===== src/rtl/minmax_pkg.sv =====
// Shared definitions for the window min/max stage: data width, default window
// length and the FSM state type.
package minmax_pkg;

  localparam int unsigned DATA_W         = 4;
  localparam int unsigned DEFAULT_WINDOW = 8;

  typedef enum logic [1:0] {
    IDLE  = 2'd0,
    ACCUM = 2'd1,
    HOLD  = 2'd2
  } state_e;

endpackage


===== src/rtl/window_minmax_cmp.sv =====
// 4-bit unsigned magnitude comparator; exactly one of the three flags is high.
module Comparator4bit (
  input  logic [3:0] A,
  input  logic [3:0] B,
  output logic       A_lt_B,
  output logic       A_gt_B,
  output logic       A_eq_B
);

  assign A_lt_B = (A < B);
  assign A_gt_B = (A > B);
  assign A_eq_B = (A == B);

endmodule


===== src/rtl/window_minmax.sv =====
// Accumulates WINDOW samples, then presents {max, min, all_equal} on an output
// valid/ready handshake. All ordering decisions come from Comparator4bit.
module window_minmax
  import minmax_pkg::*;
#(
  parameter int unsigned WINDOW = DEFAULT_WINDOW,
  parameter int unsigned CNT_W  = 4
) (
  input  logic              clk,
  input  logic              rst,
  input  logic              clear,
  input  logic              in_valid,
  input  logic [DATA_W-1:0] in_data,
  output logic              in_ready,
  output logic              out_valid,
  input  logic              out_ready,
  output logic [DATA_W-1:0] out_max,
  output logic [DATA_W-1:0] out_min,
  output logic              out_all_eq
);

  state_e              state_q, state_d;
  logic [CNT_W-1:0]    count_q, count_d;
  logic [DATA_W-1:0]   run_max_q, run_max_d;
  logic [DATA_W-1:0]   run_min_q, run_min_d;
  logic                run_eq_q, run_eq_d;
  logic                out_valid_q, out_valid_d;
  logic [DATA_W-1:0]   out_max_q, out_max_d;
  logic [DATA_W-1:0]   out_min_q, out_min_d;
  logic                out_all_eq_q, out_all_eq_d;

  logic                max_lt, max_gt, max_eq;
  logic                min_lt, min_gt, min_eq;
  logic                accept;
  logic                last_sample;
  logic [DATA_W-1:0]   upd_max, upd_min;
  logic                upd_eq;

  Comparator4bit u_cmp_max (
    .A      (in_data),
    .B      (run_max_q),
    .A_lt_B (max_lt),
    .A_gt_B (max_gt),
    .A_eq_B (max_eq)
  );

  Comparator4bit u_cmp_min (
    .A      (in_data),
    .B      (run_min_q),
    .A_lt_B (min_lt),
    .A_gt_B (min_gt),
    .A_eq_B (min_eq)
  );

  // rst gates in_ready so no sample can be taken while reset is held
  assign in_ready    = ~rst & (state_q != HOLD) & ~clear;
  assign accept      = in_valid & in_ready;
  assign last_sample = (count_q == CNT_W'(WINDOW - 1));

  // Running values including the sample currently on in_data
  always_comb begin
    upd_max = run_max_q;
    upd_min = run_min_q;
    upd_eq  = run_eq_q;
    case ({max_gt, max_eq, max_lt})
      3'b100: begin
        upd_max = in_data;
        upd_eq  = 1'b0;
      end
      3'b001:  upd_eq = 1'b0;
      default: ;
    endcase
    case ({min_gt, min_eq, min_lt})
      3'b001:  upd_min = in_data;
      default: ;
    endcase
  end

  always_comb begin
    state_d      = state_q;
    count_d      = count_q;
    run_max_d    = run_max_q;
    run_min_d    = run_min_q;
    run_eq_d     = run_eq_q;
    out_valid_d  = out_valid_q;
    out_max_d    = out_max_q;
    out_min_d    = out_min_q;
    out_all_eq_d = out_all_eq_q;

    if (clear) begin
      state_d     = IDLE;
      count_d     = '0;
      out_valid_d = 1'b0;
    end else begin
      case (state_q)
        IDLE: begin
          if (accept) begin
            run_max_d = in_data;
            run_min_d = in_data;
            run_eq_d  = 1'b1;
            count_d   = CNT_W'(1);
            state_d   = ACCUM;
          end
        end
        ACCUM: begin
          if (accept) begin
            run_max_d = upd_max;
            run_min_d = upd_min;
            run_eq_d  = upd_eq;
            if (last_sample) begin
              out_max_d    = upd_max;
              out_min_d    = upd_min;
              out_all_eq_d = upd_eq;
              out_valid_d  = 1'b1;
              count_d      = '0;
              state_d      = HOLD;
            end else begin
              count_d = count_q + CNT_W'(1);
            end
          end
        end
        HOLD: begin
          if (out_ready) begin
            out_valid_d = 1'b0;
            state_d     = IDLE;
          end
        end
        default: begin
          state_d     = IDLE;
          count_d     = '0;
          out_valid_d = 1'b0;
        end
      endcase
    end
  end

  always_ff @(posedge clk or posedge rst) begin
    if (rst) begin
      state_q      <= IDLE;
      count_q      <= '0;
      run_max_q    <= '0;
      run_min_q    <= '0;
      run_eq_q     <= 1'b0;
      out_valid_q  <= 1'b0;
      out_max_q    <= '0;
      out_min_q    <= '0;
      out_all_eq_q <= 1'b0;
    end else begin
      state_q      <= state_d;
      count_q      <= count_d;
      run_max_q    <= run_max_d;
      run_min_q    <= run_min_d;
      run_eq_q     <= run_eq_d;
      out_valid_q  <= out_valid_d;
      out_max_q    <= out_max_d;
      out_min_q    <= out_min_d;
      out_all_eq_q <= out_all_eq_d;
    end
  end

  assign out_valid  = out_valid_q;
  assign out_max    = out_max_q;
  assign out_min    = out_min_q;
  assign out_all_eq = out_all_eq_q;

endmodule

===== config.mk =====
export PLATFORM = sky130hd
export DESIGN_NAME = window_minmax
export DESIGN_NICKNAME = d
export VERILOG_FILES = /design/src/rtl/minmax_pkg.sv /design/src/rtl/window_minmax_cmp.sv /design/src/rtl/window_minmax.sv
export SDC_FILE = /design/constraint.sdc
export NUM_CORES = 1
export LEC_CHECK = 0
export CAP_MARGIN = 40
export CORE_ASPECT_RATIO = 1.2
export CORE_UTILIZATION = 48
export DETAILED_ROUTE_END_ITERATION = 12
export PLACE_DENSITY_LB_ADDON = 0.25
export SLEW_MARGIN = 30
export SYNTH_ARGS = -nofsm -noshare
export SYNTH_HDL_FRONTEND = slang
export SYNTH_SLANG_ARGS = --single-unit

===== constraint.sdc =====
create_clock -name clk -period 2 [get_ports clk]
set_input_delay 0.4 -clock clk [delete_from_list [all_inputs] [get_ports clk]]
set_output_delay 0.4 -clock clk [all_outputs]
set_load 0.03 [all_outputs]

==> results_dict.tcl, run 1 <==
set metrics [dict create \
    initial_core_util 0.515 \
    ios 20 \
    synth.distinct_cells 36 \
    grt_pass1_vias 1311 \
    cp.arrival_ps 2120 \
    finalClockSkew_ps 3.94 \
    layout_min_cycle_time_ps 1890 \
    first_pass_iters 4 \
    grt_max_degree 15 \
    first_iter_violations 18 \
    maxCapViolCount 0 \
    cts_tree "yes" \
    place_inst 221 \
    worstMarginPinSlew_ps 416 \
    ys_seq_area_frac 0.428 \
    antenna_found_initial 0 \
    reg2reg_to "run_min_q[1]" \
    end_kind "register" \
    drt_wl_total_um 3360 \
    hold_viol 0 \
    synth_top_flop_cell "dfrtp_1" \
    synth-edff-count 0 \
    cts_setup_buffers 0 \
    rsz0062_at_grt "false" \
    syn_nets 168 \
    dieWidth_um 52.4 \
    dp_hpwl_um 2620 \
    finalCritPeriodShare 0.945 \
    die_h_um 62.4 \
    grt_util_all_layers 0.232 \
    leakagePower_uw 0.000876 \
    routed_via_density 5.57 \
    drive_gt1_frac 0.220 \
    synthArstFlopShare 1.00 \
    num_antenna_cells 0 \
    cp.required_ps 2230 \
    ys_ff_latch 25 \
    insertion_delay_ps 330 \
    synth_top_area_frac 0.428 \
    crit_fanout 3 \
    drc 0 \
    status "finished, final reports clean" \
    num_vias 1253 \
    slew_viol_final 0 \
    whs_ps 448 \
    fp.dieArea_um2 3270 \
    cts_root_buf "clkbuf_4" \
    cts_buffers 3 \
    max_freq_mhz 529 \
    r2r_cells 6 \
    yosysTopAreaCell "dfrtp_1" \
    peakVddDrop_mv 0.430 \
    grt_first_pass_wirelength_um 5710 \
    slew_headroom 0.723 \
    coreArea_um2 2840 \
    syn_avg_cell_area_um2 9.73 \
    layout_commonest_cell "dfrtp_1" \
    overflow 0 \
    gp_congestion 0.875 \
    powerDensity_nw_per_um2 766 \
    h-tree-depth 1 \
    hold_path_class "in2async" \
    final_cell_mix "dfrtp_1 (24), buf_4 (23), nand2_1 (17), o21ai_0 (14), clkdlybuf4s50_1 (14)" \
    io_buffers 19 \
    wire_per_inst_um 14.9 \
    antenna_left 0 \
    startpoint_type "register" \
    nNetsFinal 210 \
    cts.sinks 25 \
    area_growth_pct 29.5 \
    setup_viol 0 \
    clockBufferDepth 2 \
    syn-instance-count 150 \
    crit_type "reg2reg" \
    clk_pin_slew_ps 140 \
    r2r_start "run_min_q[0]" \
    synth.area.top_cells "dfrtp_1 (43%), ha_1 (7.7%), mux2i_1 (5.5%), o21ai_0 (5.5%), nand2_1 (4.4%)" \
    syn_area_um2 1460 \
    r2r_slack_ps 110 \
    row_count 21 \
    ys_warn_count 0 \
    design_area_um2 1890 \
    dpl_cell_area_um2 1840 \
    stdcell_count 225 \
]
==> where the power goes <==
group / internal (uW) / switching (uW) / leakage, uW / total [uW]
Clock: 75.2 / 162 / 0.0000177 / 237
Combinational: 324 / 268 / 0.000533 / 592
Sequential: 565 / 55.8 / 0.000325 / 621
==> critical path: stages (launching register included) <==
cell	delay, ps
dfrtp_1	430
ha_1	290
nand2b_4	150
a2111oi_4	340
nor3_4	70
a21o_1	190
mux2_1	310
==> kinds of logic (layout without fill, tap and decap cells) <==
logic type | after synthesis | count (layout) | share of synthesized area
and+or+nand+nor | 50 | 50 | 0.178
AOI/OAI and AO/OA | 38 | 38 | 0.173
DFF | 25 | 25 | 0.428
muxes | 15 | 15 | 0.109
buffers and inverters | 13 | 54 | 0.0343
adders and majority gates | 9 | 9 | 0.0771
==> registers in the layout, summed over array words and instances, names as in the netlist <==
name / cells
run_eq_q: 1
count_q: 4
out_max: 4
out_valid: 1
state_q: 2
out_all_eq: 1
run_min_q: 4
out_min: 4
run_max_q: 4
==> repair_timing <==
item	in CTS	in global routing
pin swaps	3	0
resized for setup	7	5
hold buffers	0	0
endpoints found under the setup margin	11	5
==> cell usage after synthesis (2+ instances only) <==
| cell type | n |
|---|---|
| dfrtp_1 | 25 |
| nand2_1 | 17 |
| o21ai_0 | 16 |
| nor2_1 | 11 |
| ha_1 | 9 |
| inv_1 | 8 |
| mux2i_1 | 8 |
| a21oi_1 | 6 |
| mux2_2 | 5 |
| nor2b_1 | 5 |
| nor3_1 | 5 |
| clkbuf_1 | 4 |
| a22oi_1 | 3 |
| nand2b_1 | 3 |
| mux2_1 | 2 |
| nand3_1 | 2 |
| o211ai_1 | 2 |
==> layer usage <==
layer	share of wire	global-route usage
met1	0.42	0.260
met2	0.53	0.422
met3	0.027	0.0268
met4	0.021	0.0954
met5	0	0
==> final cells by class <==
type / count / area [um2]
fill: 240 / 947
clock inverter: 1 / 5.00
tap: 34 / 42.5
timing repair buffer: 42 / 367
multi-input combinational: 112 / 797
clock buffer: 3 / 22.5
sequential: 25 / 627
inverter: 8 / 30.0
==> worst max-delay path by stage <==
| stage | to | depth (start not counted) | start |
|---|---|---|---|
| global placement | run_min_q[3] | 9 | in_data[0] |
| finish | run_min_q[1] | 6 | run_min_q[0] |
| floorplan | run_min_q[0] | 7 | in_data[0] |
| detailed placement | run_min_q[2] | 9 | in_data[0] |
| CTS | run_min_q[2] | 8 | in_data[2] |
| global route | run_min_q[1] | 6 | run_min_q[0] |
==> metrics by stage <==
| step | TNS, ps | worst slack, ps | util | total power (uW) |
|---|---|---|---|---|
| after floorplan | 0 | 15.4 | - | 995 |
| after global placement | -5620 | -461 | 0.649 | 1170 |
| after detailed placement | -6260 | -541 | 0.649 | 1190 |
| after CTS | 0 | 8.12 | 0.662 | 1450 |
| after global routing | 0 | 69.8 | 0.666 | 1540 |
| final | 0 | 111 | 0.666 | 1450 |
No activity file was read; power rests on OpenSTA's default activity.
==> run 2: changes to the inputs <==
CELL_PAD_IN_SITES_DETAIL_PLACEMENT = 1   (was not set)
CELL_PAD_IN_SITES_GLOBAL_PLACEMENT = 2   (was not set)
CORE_UTILIZATION = 30   (was 48)
SLEW_MARGIN = not set   (was 30)
==> results_dict.tcl, run 2 (synthesis results as in run 1) <==
set metrics [dict create \
    leakagePower_uw 0.000855 \
    first_iter_violations 29 \
    cp.arrival_ps 2110 \
    first_pass_iters 3 \
    layout_commonest_cell "dfrtp_1" \
    grt_max_degree 25 \
    clockBufferDepth 2 \
    fp.dieArea_um2 5150 \
    overflow 0 \
    worstMarginPinSlew_ps 471 \
    reg2reg_to "run_min_q[1]" \
    finalClockSkew_ps 3.17 \
    maxCapViolCount 0 \
    nNetsFinal 206 \
    io_buffers 19 \
    num_antenna_cells 0 \
    worst_slack_ps 96.8 \
    initial_core_util 0.315 \
    dieWidth_um 65.7 \
    die_h_um 78.4 \
    drt_wl_total_um 3740 \
    crit_fanout 7 \
    powerDensity_nw_per_um2 796 \
    coreArea_um2 4630 \
    max_freq_mhz 525 \
    startpoint_type "input port" \
    cts_root_buf "clkbuf_8" \
    hold_viol 0 \
    r2r_slack_ps 120 \
    finalCritPeriodShare 0.952 \
    end_kind "register" \
    critPathMaxStageDelay_ps 370 \
    h-tree-depth 1 \
    grt_pass1_vias 1378 \
    slew_viol_final 0 \
    hold_buffers 0 \
    tns_ps 0 \
    antenna_left 0 \
    r2r_cells 6 \
    crit_slowest_cell "dlygate4sd2_1" \
    cts_setup_buffers 0 \
    cts_tree "yes" \
    hold_path_class "in2async" \
    layout_min_cycle_time_ps 1900 \
    dp_hpwl_um 2910 \
    routed_via_density 5.19 \
    num_vias 1272 \
    ctsResizeCount 9 \
    drive_gt1_frac 0.187 \
    ios 20 \
    clk_pin_slew_ps 90 \
    rsz0062_at_grt "false" \
    cts.sinks 25 \
    peakVddDrop_mv 0.226 \
    r2r_start "run_min_q[0]" \
    grt_first_pass_wirelength_um 6270 \
    crit_chain "dlygate4sd2_1 -> ha_1 -> nor3_1 -> buf_4 -> nor3_4 -> buf_4 -> mux2_2 -> o21ai_1" \
    insertion_delay_ps 270 \
    gp_congestion 0.803 \
    dp_slack_ps -515 \
    setup_viol 0 \
    slew_headroom 0.686 \
    row_count 27 \
    wire_per_inst_um 15.3 \
    antenna_found_initial 0 \
    cts_buffers 3 \
    area_growth_pct 30.5 \
    crit_type "in2reg" \
    grt_util_all_layers 0.160 \
    cp.required_ps 2210 \
    final_cell_mix "dfrtp_1 (25), buf_4 (19), nand2_1 (17), o21ai_0 (14), clkdlybuf4s50_1 (14)" \
    drc 0 \
    status "finished, final reports clean" \
    critical_path.most_common_cell "buf_4" \
]
run 2: worst max-delay path: cells and delay by family:
| family | cells | cell delay [ps] |
|---|---|---|
| muxes | 1 | 330 |
| adders and majority gates | 1 | 270 |
| and+or+nand+nor | 2 | 290 |
| AOI/OAI and AO/OA | 1 | 110 |
| buffers and inverters | 3 | 690 |
run 2: power by group:
group / internal [uW] / total, uW / leakage [uW] / switching (uW)
logic: 308 / 584 / 0.000505 / 276
clock network: 143 / 312 / 0.0000228 / 170
registers: 565 / 621 / 0.000327 / 56.0
run 2: layout make-up:
class / count / area, um2
Timing Repair Buffer: 38 / 338
Tap cell: 58 / 72.6
Fill cell: 523 / 2720
Clock buffer: 4 / 45.0
Inverter: 8 / 30.0
Sequential cell: 25 / 626
Multi-Input combinational cell: 112 / 795
run 2: worst max-delay path by stage:
| stage | start | end | cells past startpoint |
|---|---|---|---|
| floorplan | in_data[0] | run_min_q[0] | 7 |
| detailed placement | in_data[0] | run_min_q[0] | 8 |
| global route | in_data[2] | run_min_q[2] | 8 |
| CTS | in_data[2] | run_min_q[3] | 8 |
| global placement | in_data[0] | run_min_q[2] | 9 |
| finish | in_data[2] | run_min_q[3] | 8 |
run 2: layer usage:
| layer | vias up | GRT usage | routed length [um] | part of all wire |
|---|---|---|---|---|
| met5 | - | 0 | 0 | 0 |
| met4 | 0 | 0.0652 | 89 | 0.024 |
| met3 | 7 | 0.0131 | 80 | 0.021 |
| met2 | 20 | 0.306 | 2000 | 0.53 |
| met1 | 635 | 0.174 | 1570 | 0.42 |
| li1 | 610 | - | - | - |
run 2: stage by stage:
step	power, uW	std cells	area [um2]	hold WS (ps)	util
after floorplan	995	150	1460	427	-
after global placement	1180	241	1860	461	0.401
after detailed placement	1210	241	1860	473	0.401
after CTS	1540	245	1910	463	0.412
after global routing	1620	245	1910	492	0.412
final	1520	245	1910	468	0.412
